==> config.mk <==
export PLATFORM = sky130hd
export DESIGN_NAME = kterm_seq_gen_flat
export DESIGN_NICKNAME = d
export VERILOG_FILES = /design/src/rtl/kterm_seq_gen_if.sv /design/src/rtl/kterm_seq_gen.sv /design/src/flat_wrapper.sv
export SDC_FILE = /design/constraint.sdc
export NUM_CORES = 2
export LEC_CHECK = 0
export ABC_AREA = 1
export BUFFER_PORTS_ARGS = -buffer_cell sky130_fd_sc_hd__buf_2
export CAP_MARGIN = 5
export CORE_ASPECT_RATIO = 0.7
export CORE_MARGIN = 3
export CORE_UTILIZATION = 30
export CTS_CLUSTER_SIZE = 8
export DETAILED_ROUTE_END_ITERATION = 12
export PLACE_DENSITY = 0.49
export SYNTH_ARGS = -nofsm -noshare
export SYNTH_HDL_FRONTEND = slang
export SYNTH_SLANG_ARGS = --single-unit
export TNS_END_PERCENT = 100
==> constraint.sdc <==
create_clock -name clk -period 20.9 [get_ports clk]
set_input_delay 5.225 -clock clk [delete_from_list [all_inputs] [get_ports clk]]
set_output_delay 5.225 -clock clk [all_outputs]
set_load 0.01 [all_outputs]
==> src/rtl/kterm_seq_gen_if.sv <==
`default_nettype none
// ============================================================================
// Module      : kterm_seq_gen_if
// Description : Control/result bundle of the k-term sequence generator.
//               The master drives the request; the slave (generator)
//               returns the result and the streamed terms.
// Revision    : 1.0 - initial release
// ============================================================================
interface kterm_seq_gen_if #(
  parameter int DATA_WIDTH  = 64,
  parameter int ORDER_WIDTH = 16,
  parameter int MAX_TERMS   = 4,
  parameter int TERMS_W     = $clog2(MAX_TERMS + 1)
);
  logic                   clear;
  logic                   load;
  logic [DATA_WIDTH-1:0]  data_in;
  logic [ORDER_WIDTH-1:0] order;
  logic [TERMS_W-1:0]     terms;
  logic                   wrap;
  logic [DATA_WIDTH-1:0]  data_out;
  logic                   done;
  logic                   busy;
  logic                   overflw;
  logic                   error;
  logic                   term_valid;
  logic [DATA_WIDTH-1:0]  term_out;

  modport master (
    output clear, load, data_in, order, terms, wrap,
    input  data_out, done, busy, overflw, error, term_valid, term_out
  );

  modport slave (
    input  clear, load, data_in, order, terms, wrap,
    output data_out, done, busy, overflw, error, term_valid, term_out
  );
endinterface
`default_nettype wire

==> src/rtl/kterm_seq_gen.sv <==
`default_nettype none
// ============================================================================
// Module      : kterm_seq_gen
// Description : k-term additive sequence generator. From a seed it walks
//               F(n) = F(n-1) + ... + F(n-k) up to F(order), streaming each
//               new term, with stop-or-wrap overflow handling.
// Revision    : 1.0 - initial release
// ============================================================================
module kterm_seq_gen #(
  parameter int DATA_WIDTH  = 64,
  parameter int ORDER_WIDTH = 16,
  parameter int MAX_TERMS   = 4,
  parameter int TERMS_W     = $clog2(MAX_TERMS + 1)
) (
  input wire logic        clk,
  input wire logic        reset,
  kterm_seq_gen_if.slave  bus
);

  // Extra headroom bits so the true sum of up to MAX_TERMS terms is exact.
  localparam int SUM_W = DATA_WIDTH + $clog2(MAX_TERMS);

  typedef enum logic [1:0] {
    IDLE = 2'd0,
    RUN  = 2'd1,
    DONE = 2'd2,
    ERR  = 2'd3
  } state_t;

  state_t                 state;
  // window[0] is the newest term F(idx), window[i] is F(idx-i).
  logic [DATA_WIDTH-1:0]  window [MAX_TERMS];
  logic [TERMS_W-1:0]     k_lat;
  logic [ORDER_WIDTH-1:0] order_lat;
  logic                   wrap_lat;
  logic [ORDER_WIDTH-1:0] idx;

  logic [SUM_W-1:0]       sum;
  logic                   sum_ovf;
  logic                   terms_ok;
  logic [ORDER_WIDTH-1:0] k_in_ext;
  logic                   short_order;
  logic [DATA_WIDTH-1:0]  seed_term;
  logic [ORDER_WIDTH-1:0] idx_next;

  // Next term: sum of the k newest window entries; older entries are masked.
  always_comb begin
    sum = '0;
    for (int i = 0; i < MAX_TERMS; i++) begin
      if (i < int'(k_lat)) begin
        sum = sum + SUM_W'(window[i]);
      end
    end
  end

  // Request decode and overflow detection.
  always_comb begin
    sum_ovf     = |sum[SUM_W-1:DATA_WIDTH];
    terms_ok    = (bus.terms >= TERMS_W'(2)) && (bus.terms <= TERMS_W'(MAX_TERMS));
    k_in_ext    = ORDER_WIDTH'(bus.terms);
    short_order = (bus.order < k_in_ext);
    // Only F(k-1) is non-zero among the seeds.
    seed_term   = (bus.order == (k_in_ext - ORDER_WIDTH'(1))) ? bus.data_in : '0;
    idx_next    = idx + ORDER_WIDTH'(1);
  end

  // Control FSM, term window and registered outputs.
  always_ff @(posedge clk or posedge reset) begin
    if (reset) begin
      state          <= IDLE;
      k_lat          <= '0;
      order_lat      <= '0;
      wrap_lat       <= 1'b0;
      idx            <= '0;
      for (int i = 0; i < MAX_TERMS; i++) window[i] <= '0;
      bus.data_out   <= '0;
      bus.term_out   <= '0;
      bus.done       <= 1'b0;
      bus.busy       <= 1'b0;
      bus.overflw    <= 1'b0;
      bus.error      <= 1'b0;
      bus.term_valid <= 1'b0;
    end else begin
      bus.term_valid <= 1'b0;
      if (bus.clear) begin
        state        <= IDLE;
        idx          <= '0;
        for (int i = 0; i < MAX_TERMS; i++) window[i] <= '0;
        bus.data_out <= '0;
        bus.term_out <= '0;
        bus.done     <= 1'b0;
        bus.busy     <= 1'b0;
        bus.overflw  <= 1'b0;
        bus.error    <= 1'b0;
      end else begin
        case (state)
          IDLE, DONE: begin
            if (bus.load) begin
              bus.overflw <= 1'b0;
              if (!terms_ok) begin
                state        <= ERR;
                bus.error    <= 1'b1;
                bus.done     <= 1'b0;
                bus.data_out <= '0;
              end else begin
                k_lat     <= bus.terms;
                order_lat <= bus.order;
                wrap_lat  <= bus.wrap;
                idx       <= k_in_ext - ORDER_WIDTH'(1);
                window[0] <= bus.data_in;
                for (int i = 1; i < MAX_TERMS; i++) window[i] <= '0;
                if (short_order) begin
                  state        <= DONE;
                  bus.done     <= 1'b1;
                  bus.data_out <= seed_term;
                end else begin
                  state        <= RUN;
                  bus.done     <= 1'b0;
                  bus.busy     <= 1'b1;
                  bus.data_out <= '0;
                end
              end
            end
          end
          RUN: begin
            if (sum_ovf && !wrap_lat) begin
              // Stop: report the last term that still fits.
              state        <= DONE;
              bus.busy     <= 1'b0;
              bus.done     <= 1'b1;
              bus.overflw  <= 1'b1;
              bus.data_out <= window[0];
            end else begin
              window[0] <= sum[DATA_WIDTH-1:0];
              for (int i = 1; i < MAX_TERMS; i++) window[i] <= window[i-1];
              idx            <= idx_next;
              bus.term_valid <= 1'b1;
              bus.term_out   <= sum[DATA_WIDTH-1:0];
              if (sum_ovf) bus.overflw <= 1'b1;
              if (idx_next == order_lat) begin
                state        <= DONE;
                bus.busy     <= 1'b0;
                bus.done     <= 1'b1;
                bus.data_out <= sum[DATA_WIDTH-1:0];
              end
            end
          end
          ERR: begin
            // Held until clear or reset.
          end
          default: state <= IDLE;
        endcase
      end
    end
  end

endmodule
`default_nettype wire
==> src/flat_wrapper.sv <==
// flat-port wrapper written by rule: the top's interface ports become plain ports
module kterm_seq_gen_flat 
#(
  parameter int DATA_WIDTH  = 64,
  parameter int ORDER_WIDTH = 16,
  parameter int MAX_TERMS   = 4,
  parameter int TERMS_W     = $clog2(MAX_TERMS + 1)
)
  (clk, reset, bus_clear, bus_load, bus_data_in, bus_order, bus_terms, bus_wrap, bus_data_out, bus_done, bus_busy, bus_overflw, bus_error, bus_term_valid, bus_term_out);
  kterm_seq_gen_if #(.DATA_WIDTH(DATA_WIDTH), .ORDER_WIDTH(ORDER_WIDTH), .MAX_TERMS(MAX_TERMS), .TERMS_W(TERMS_W)) bus_i ();
  input wire logic clk;
  input wire logic reset;
  input wire logic [$bits(bus_i.clear)-1:0] bus_clear;
  input wire logic [$bits(bus_i.load)-1:0] bus_load;
  input wire logic [$bits(bus_i.data_in)-1:0] bus_data_in;
  input wire logic [$bits(bus_i.order)-1:0] bus_order;
  input wire logic [$bits(bus_i.terms)-1:0] bus_terms;
  input wire logic [$bits(bus_i.wrap)-1:0] bus_wrap;
  output wire logic [$bits(bus_i.data_out)-1:0] bus_data_out;
  output wire logic [$bits(bus_i.done)-1:0] bus_done;
  output wire logic [$bits(bus_i.busy)-1:0] bus_busy;
  output wire logic [$bits(bus_i.overflw)-1:0] bus_overflw;
  output wire logic [$bits(bus_i.error)-1:0] bus_error;
  output wire logic [$bits(bus_i.term_valid)-1:0] bus_term_valid;
  output wire logic [$bits(bus_i.term_out)-1:0] bus_term_out;
  assign bus_i.clear = bus_clear;
  assign bus_i.load = bus_load;
  assign bus_i.data_in = bus_data_in;
  assign bus_i.order = bus_order;
  assign bus_i.terms = bus_terms;
  assign bus_i.wrap = bus_wrap;
  assign bus_data_out = bus_i.data_out;
  assign bus_done = bus_i.done;
  assign bus_busy = bus_i.busy;
  assign bus_overflw = bus_i.overflw;
  assign bus_error = bus_i.error;
  assign bus_term_valid = bus_i.term_valid;
  assign bus_term_out = bus_i.term_out;
  kterm_seq_gen #(.DATA_WIDTH(DATA_WIDTH), .ORDER_WIDTH(ORDER_WIDTH), .MAX_TERMS(MAX_TERMS), .TERMS_W(TERMS_W)) u_core (.clk(clk), .reset(reset), .bus(bus_i));
endmodule
## Yosys cells after proc, flatten, opt, wreduce, memory -nomap -nowiden

Index checks and enable logic that the tools add are counted.

| word-level totals | value |
|---|---|
| register bits | 427 |
| bits of input ports | 88 |
| output and inout port bits | 133 |
| word-level logic and storage cells | 116 |

| cells by class | value |
|---|---|
| $add $sub $neg | 5 |
| $lt $le $gt $ge | 7 |
| equal/unequal tests | 12 |
| mux-type cells | 58 |
| bitwise logic cells | 1 |
| reductions and logical operators | 17 |

Operators by type and width:

| cell | count |
|---|---|
| $mux W256 | 4 |
| $mux W64 | 11 |
| $pmux W256 S2 | 1 |
| $mux W66 | 3 |
| $add A66 B64 Y66 | 2 |
| $pmux W64 S2 | 1 |
| $add A64 B64 Y65 | 1 |
| $mux W16 | 4 |
| $eq A16 B16 Y1 | 2 |
| $pmux W16 S2 | 1 |
| $mux W1 | 23 |
| $add A16 B1 Y16 const B | 1 |
| $lt A16 B3 Y1 | 1 |
| $mux W2 | 6 |
| $ne A3 B3 Y1 const B | 3 |
| $reduce_and A3 Y1 | 3 |
| $ne A4 B2 Y1 const B | 2 |
| $reduce_and A4 Y1 | 2 |
| $lt A1 B3 Y1 const A | 2 |
| $lt A2 B3 Y1 const A | 2 |
| $pmux W1 S2 | 3 |
| $reduce_bool A2 Y1 | 3 |
| $reduce_and A5 Y1 | 1 |
| $ne A2 B2 Y1 const B | 2 |
| 14 further kinds | 16 |

## Logic depth before layout (Yosys ltp)

| depth | value |
|---|---|
| depth in word-level cells | 13 |
| gate-level depth with buffers | 58 |
| depth with buffers taken out | 56 |

## Worst setup path after synthesis

OpenSTA, ideal clock, no wires.

| timing | value |
|---|---|
| path kind | input to register |
| from | input bus_terms[0] |
| to | register u_core.bus.data_out[20] |
| library setup time | 0.065 ns |
| arrival | 7.079 ns |
| data required time | 20.835 ns |
| slack | 13.756 ns |
| stages | 12 |
| path buffers | 1 |
| cell sequence | inv_1 > ha_1 > a21oi_1 > o21ai_0 > nor2_1 > o21ai_0 > nor3_1 > clkbuf_1 > nand3_1 > nand3_1 > nand2_1 > nand2_1 |

| on the way | value |
|---|---|
| cells in the longest elaborated chain, start to end | 8 |
| elaborated cells on any way between the ends | 12 |
| classes of those cells | add/sub: 1; order compare: 3; eq/ne: 1; mux: 6; reduce/logical: 1 |

Ends and longest elaborated chain:

| what | RTL line | source |
|---|---|---|
| start, declared | flat_wrapper.sv:17 | `input wire logic [$bits(bus_i.terms)-1:0] bus_terms;` |
| $sub A3 B1 Y4 | kterm_seq_gen.sv:63 | `seed_term = (bus.order == (k_in_ext - ORDER_WIDTH'(1))) ? bus.data_in : '0;` |
| $eq A16 B16 Y1 | kterm_seq_gen.sv:63 |  |
| $mux W64 | kterm_seq_gen.sv:63 |  |
| $mux W64 | kterm_seq_gen.sv:112 | `if (short_order) begin` |
| $mux W64 * | kterm_seq_gen.sv:100 | `if (!terms_ok) begin` |
| $mux W64 * | kterm_seq_gen.sv:98 | `if (bus.load) begin` |
| $pmux W64 S2 * | kterm_seq_gen.sv:96 | `case (state)` |
| $mux W64 * | kterm_seq_gen.sv:85 | `if (bus.clear) begin` |
| end signal, assigned | kterm_seq_gen.sv:115 | `bus.data_out <= seed_term;` |
| end signal, assigned | kterm_seq_gen.sv:132 | `bus.data_out <= window[0];` |
| end signal, assigned | kterm_seq_gen.sv:144 | `bus.data_out <= sum[DATA_WIDTH-1:0];` |
| end, declared | kterm_seq_gen_if.sv:36 | `output data_out, done, busy, overflw, error, term_valid, term_out` |

Mark *: on every way between the ends. The rest lies on a longest branch, timed or not. The select of a mux whose other input is x is not followed.
A chain may end at the register's enable or synchronous reset.

## Worst setup path in the final report

| timing | value |
|---|---|
| from | register u_core.k_lat[1] |
| to | register u_core.idx[3] |

| on the way | value |
|---|---|
| cells in the longest elaborated chain, start to end | 12 |
| elaborated cells on any way between the ends | 15 |
| classes of those cells | add/sub: 3; order compare: 4; eq/ne: 1; mux: 4; reduce/logical: 3 |

Ends and longest elaborated chain:

| what | RTL line | source |
|---|---|---|
| start, declared | kterm_seq_gen.sv:33 | `logic [TERMS_W-1:0] k_lat;` |
| start signal, assigned | kterm_seq_gen.sv:106 | `k_lat <= bus.terms;` |
| $lt A1 B3 Y1 | kterm_seq_gen.sv:50 | `if (i < int'(k_lat)) begin` |
| $mux W64 | kterm_seq_gen.sv:50 |  |
| $add A64 B64 Y65 | kterm_seq_gen.sv:51 | `sum = sum + SUM_W'(window[i]);` |
| $mux W66 | kterm_seq_gen.sv:50 |  |
| $add A66 B64 Y66 | kterm_seq_gen.sv:51 |  |
| $mux W66 | kterm_seq_gen.sv:50 |  |
| $add A66 B64 Y66 | kterm_seq_gen.sv:51 |  |
| $mux W66 * | kterm_seq_gen.sv:50 |  |
| $reduce_or A2 Y1 * | kterm_seq_gen.sv:58 | `sum_ovf = \|sum[SUM_W-1:DATA_WIDTH];` |
| $logic_and A1 B1 Y1 * | kterm_seq_gen.sv:126 | `if (sum_ovf && !wrap_lat) begin` |
| $ne A3 B3 Y1 (no source line) * | -- |  |
| $reduce_and A4 Y1 (no source line) * | -- |  |
| end signal, assigned | kterm_seq_gen.sv:109 | `idx <= k_in_ext - ORDER_WIDTH'(1);` |
| end signal, assigned | kterm_seq_gen.sv:136 | `idx <= idx_next;` |
| end, declared | kterm_seq_gen.sv:36 | `logic [ORDER_WIDTH-1:0] idx;` |

Mark *: on every way between the ends. The rest lies on a longest branch, timed or not.

==> results.toml <==
[outcome]
status = "finished, final reports clean"

[clocking]
cts_buffers = 60
cts.htree.levels = 2
clkTransAtPathRegs_ps = 60
clk_latency_ps = 660
postCtsHoldBufs = 0
cts_sinks = 427
cts_tree = "built"
post-cts-setup-buffer-count = 0
post_cts_resized = 0
cts.path.max_buffers = 3
root_buffer = "clkbuf_16"

[synthesis]
postSynthCellCount = 5535
async_flop_share_pct = 100
yosys_warnings = 0
ys_seq_area_share_pct = 30.4
synth_seq_cells = 427
syn_nets = 5815
synth_area_mm2 = 0.0352
synth_edf_count = 0
synth.avg_cell_area_um2 = 6.35
synthFlopType = "dfrtp_1"
yosysUniqueCellTypes = 52

[power_and_ir_drop]
p_int_uw = 2650
comb_power_share_pct = 62.3
switching_share_pct = 54.4
power_uw = 5820
power_density_mw_per_mm2 = 148
p_sw_uw = 3160
power.share.sequential_pct = 22.1
p_leak_uw = 0.0207
clkPwrFrac_pct = 15.6
peakVddDrop_mv = 0.0765

[global_routing]
overflow = 0
antenna_found_initial = 3
grt_start_max_net_pins = 153
track_usage_pct = 25.6
grt_pass1_wl_um = 234000
grt_pass1_vias = 35100

[placement]
placed_area_mm2 = 0.0377
port_buffers = 220
placed_cells = 7142
dp_hpwl_um = 130000
gp_congestion = 1.01

[floorplanning]
core-area_mm2 = 0.116
die_x_um = 415
die_y_um = 292
die_area_mm2 = 0.121
start_util_pct = 30.4
row_count = 104
ioPinCount = 221

[min_path]
whs_path_depth = 2
hp-class = "reg2reg"
worstHoldStart = "u_core.bus.term_out[3]"
hold_end = "u_core.bus.term_out[3]"

[cells_and_area]
final_common_cell = "nand2_1"
fin_area_mm2 = 0.0393
stdcell_count = 7210
nNetsFinal = 5947
syn2layout_area_growth_pct = 11.6
antennaDiodeCount = 0
drive_gt1_share_pct = 7.32
final_cell_mix = "1881 x nand2_1, 623 x inv_1, 517 x nor2_1"

[sta]
fin_crit_ps = 13100
finClkSkew_ps = 42.2
finalSetupTns_ps = 0
hold_viol_final = 0
max-slew-margin-rel_pct = 4.24
rsz0062_at_grt = "no"
whs_ps = 463
fin_crit_sh_pct = 62.7
setup-violations-final = 0
slew_violations = 0
worst_pin_slew_ps = 1420
max_freq_mhz = 76.3

[critical_path]
r2r-end = "u_core.idx[3]"
slowest_delay_ps = 790
cp_max_fo = 123
cp-end-kind = "flip-flop"
r2r_start = "u_core.k_lat[1]"
crit_family = "simple AND/OR/NAND/NOR gates"
rrSetupSlack_ps = 7800
crit_buf_inv = 8
crit_type = "reg2reg"
r2r_cells = 45
start_kind = "flip-flop"
cpMaxStageDelayCell = "buf_4"
worstPathRequired_ps = 21370
critical_path_arrival_ps = 13560
cp_common_cell = "nand2_1"

[routing]
vias_per_cell = 5.18
drt_iter0_drc = 3902
num_vias = 37400
routed_wl_um = 160000
antenna_left = 0
first_pass_iters = 6
drc = 0
wire_per_inst_um = 22.2

[flow_run]
cap_violations = 0
-- per-layer routing --
layer  routed length, µm  global-route usage, %  up-vias  part of all wire [%]
li1                    -                      -    18200                     -
met2               66000                   37.5     1341                    41
met3               14300                   6.70      136                   8.9
met5                   0                      0        -                     0
met1               75400                   36.9    17700                    47
met4                4640                   6.99        0                   2.9
-- worst max path at each step --
stage | cells past startpoint | start | slack, ps | end
2_1_floorplan | 1 | reset | 3790 | u_core.bus.busy
3_3_place_gp | 47 | u_core.k_lat[1] | 8420 | u_core.window[242]
3_5_place_dp | 45 | u_core.k_lat[1] | 8400 | u_core.window[243]
4_1_cts | 45 | u_core.k_lat[1] | 8370 | u_core.window[241]
5_1_grt | 47 | u_core.k_lat[1] | 7060 | u_core.window[205]
6_report | 45 | u_core.k_lat[1] | 7800 | u_core.idx[3]
-- power groups by stage --
stage | clock, µW | combinational (µW) | sequential (µW)
6_report | 910 | 3620 | 1290
5_1_grt | 971 | 4000 | 1320
4_1_cts | 933 | 3630 | 1290
3_5_place_dp | 0 | 3610 | 1300
3_3_place_gp | 0 | 3610 | 1300
2_1_floorplan | 0 | 2390 | 1270
-- cell type report --
| type | instances | area (µm²) |
|---|---|---|
| tap | 1537 | 1920 |
| sequential | 427 | 10700 |
| inverter | 629 | 2370 |
| clock buffer | 66 | 1580 |
| timing repair buffer | 259 | 1410 |
| fill | 12900 | 76400 |
| clock inverter | 2 | 28.8 |
| multi-input combinational | 4290 | 21300 |
-- state kept, by name, summed over array words and instances, names as in the netlist, 2 cells and up --
register,count
u_core.order_lat,16
u_core.state,2
u_core.bus.data_out,64
u_core.idx,16
u_core.bus.term_out,64
u_core.k_lat,3
u_core.window,256
-- per-stage QoR --
| stage | utilization, % | setup WS, ps |
|---|---|---|
| floorplan | - | 3790 |
| global placement | 32.6 | 8420 |
| detailed placement | 32.6 | 8400 |
| CTS | 33.9 | 8370 |
| global route | 33.9 | 7060 |
| finish | 33.9 | 7800 |
-- cell families (layout without fill, tap and decap cells) --
logic type	count (synthesis)	count (layout)	synth area share, %
multiplexers	8	8	0.256
buffers and inverters	818	956	9.28
flip-flops	427	427	30.4
AO/OA/AOI/OAI	972	972	15.2
XOR/XNOR	104	104	2.61
AND/OR/NAND/NOR	3014	3014	35.4
adder cells (fa/ha/maj)	192	192	6.89
-- worst register-to-register path, delay by kind of cell (launching register included) --
family,cells,cell delay [ps]
XOR/XNOR,2,290
AND/OR/NAND/NOR,27,6090
adder cells (fa/ha/maj),3,1220
buffers and inverters,8,2640
AO/OA/AOI/OAI,5,2270
flip-flops,1,450
-- cell usage after synthesis, drive strengths merged (46+ instances only) --
library cell	count	area, µm²
dfrtp	427	10700
a21oi	401	2010
nand4	84	526
o21ai	374	1890
xor2	51	447
a31oi	47	294
nand3b	46	345
ha	189	2360
xnor2	53	472
nand2	1896	7170
clkbuf	94	353
inv	629	2360
buf	95	549
nand3	355	1790
nor2	523	1970
Power figures use the tool's default switching activity.
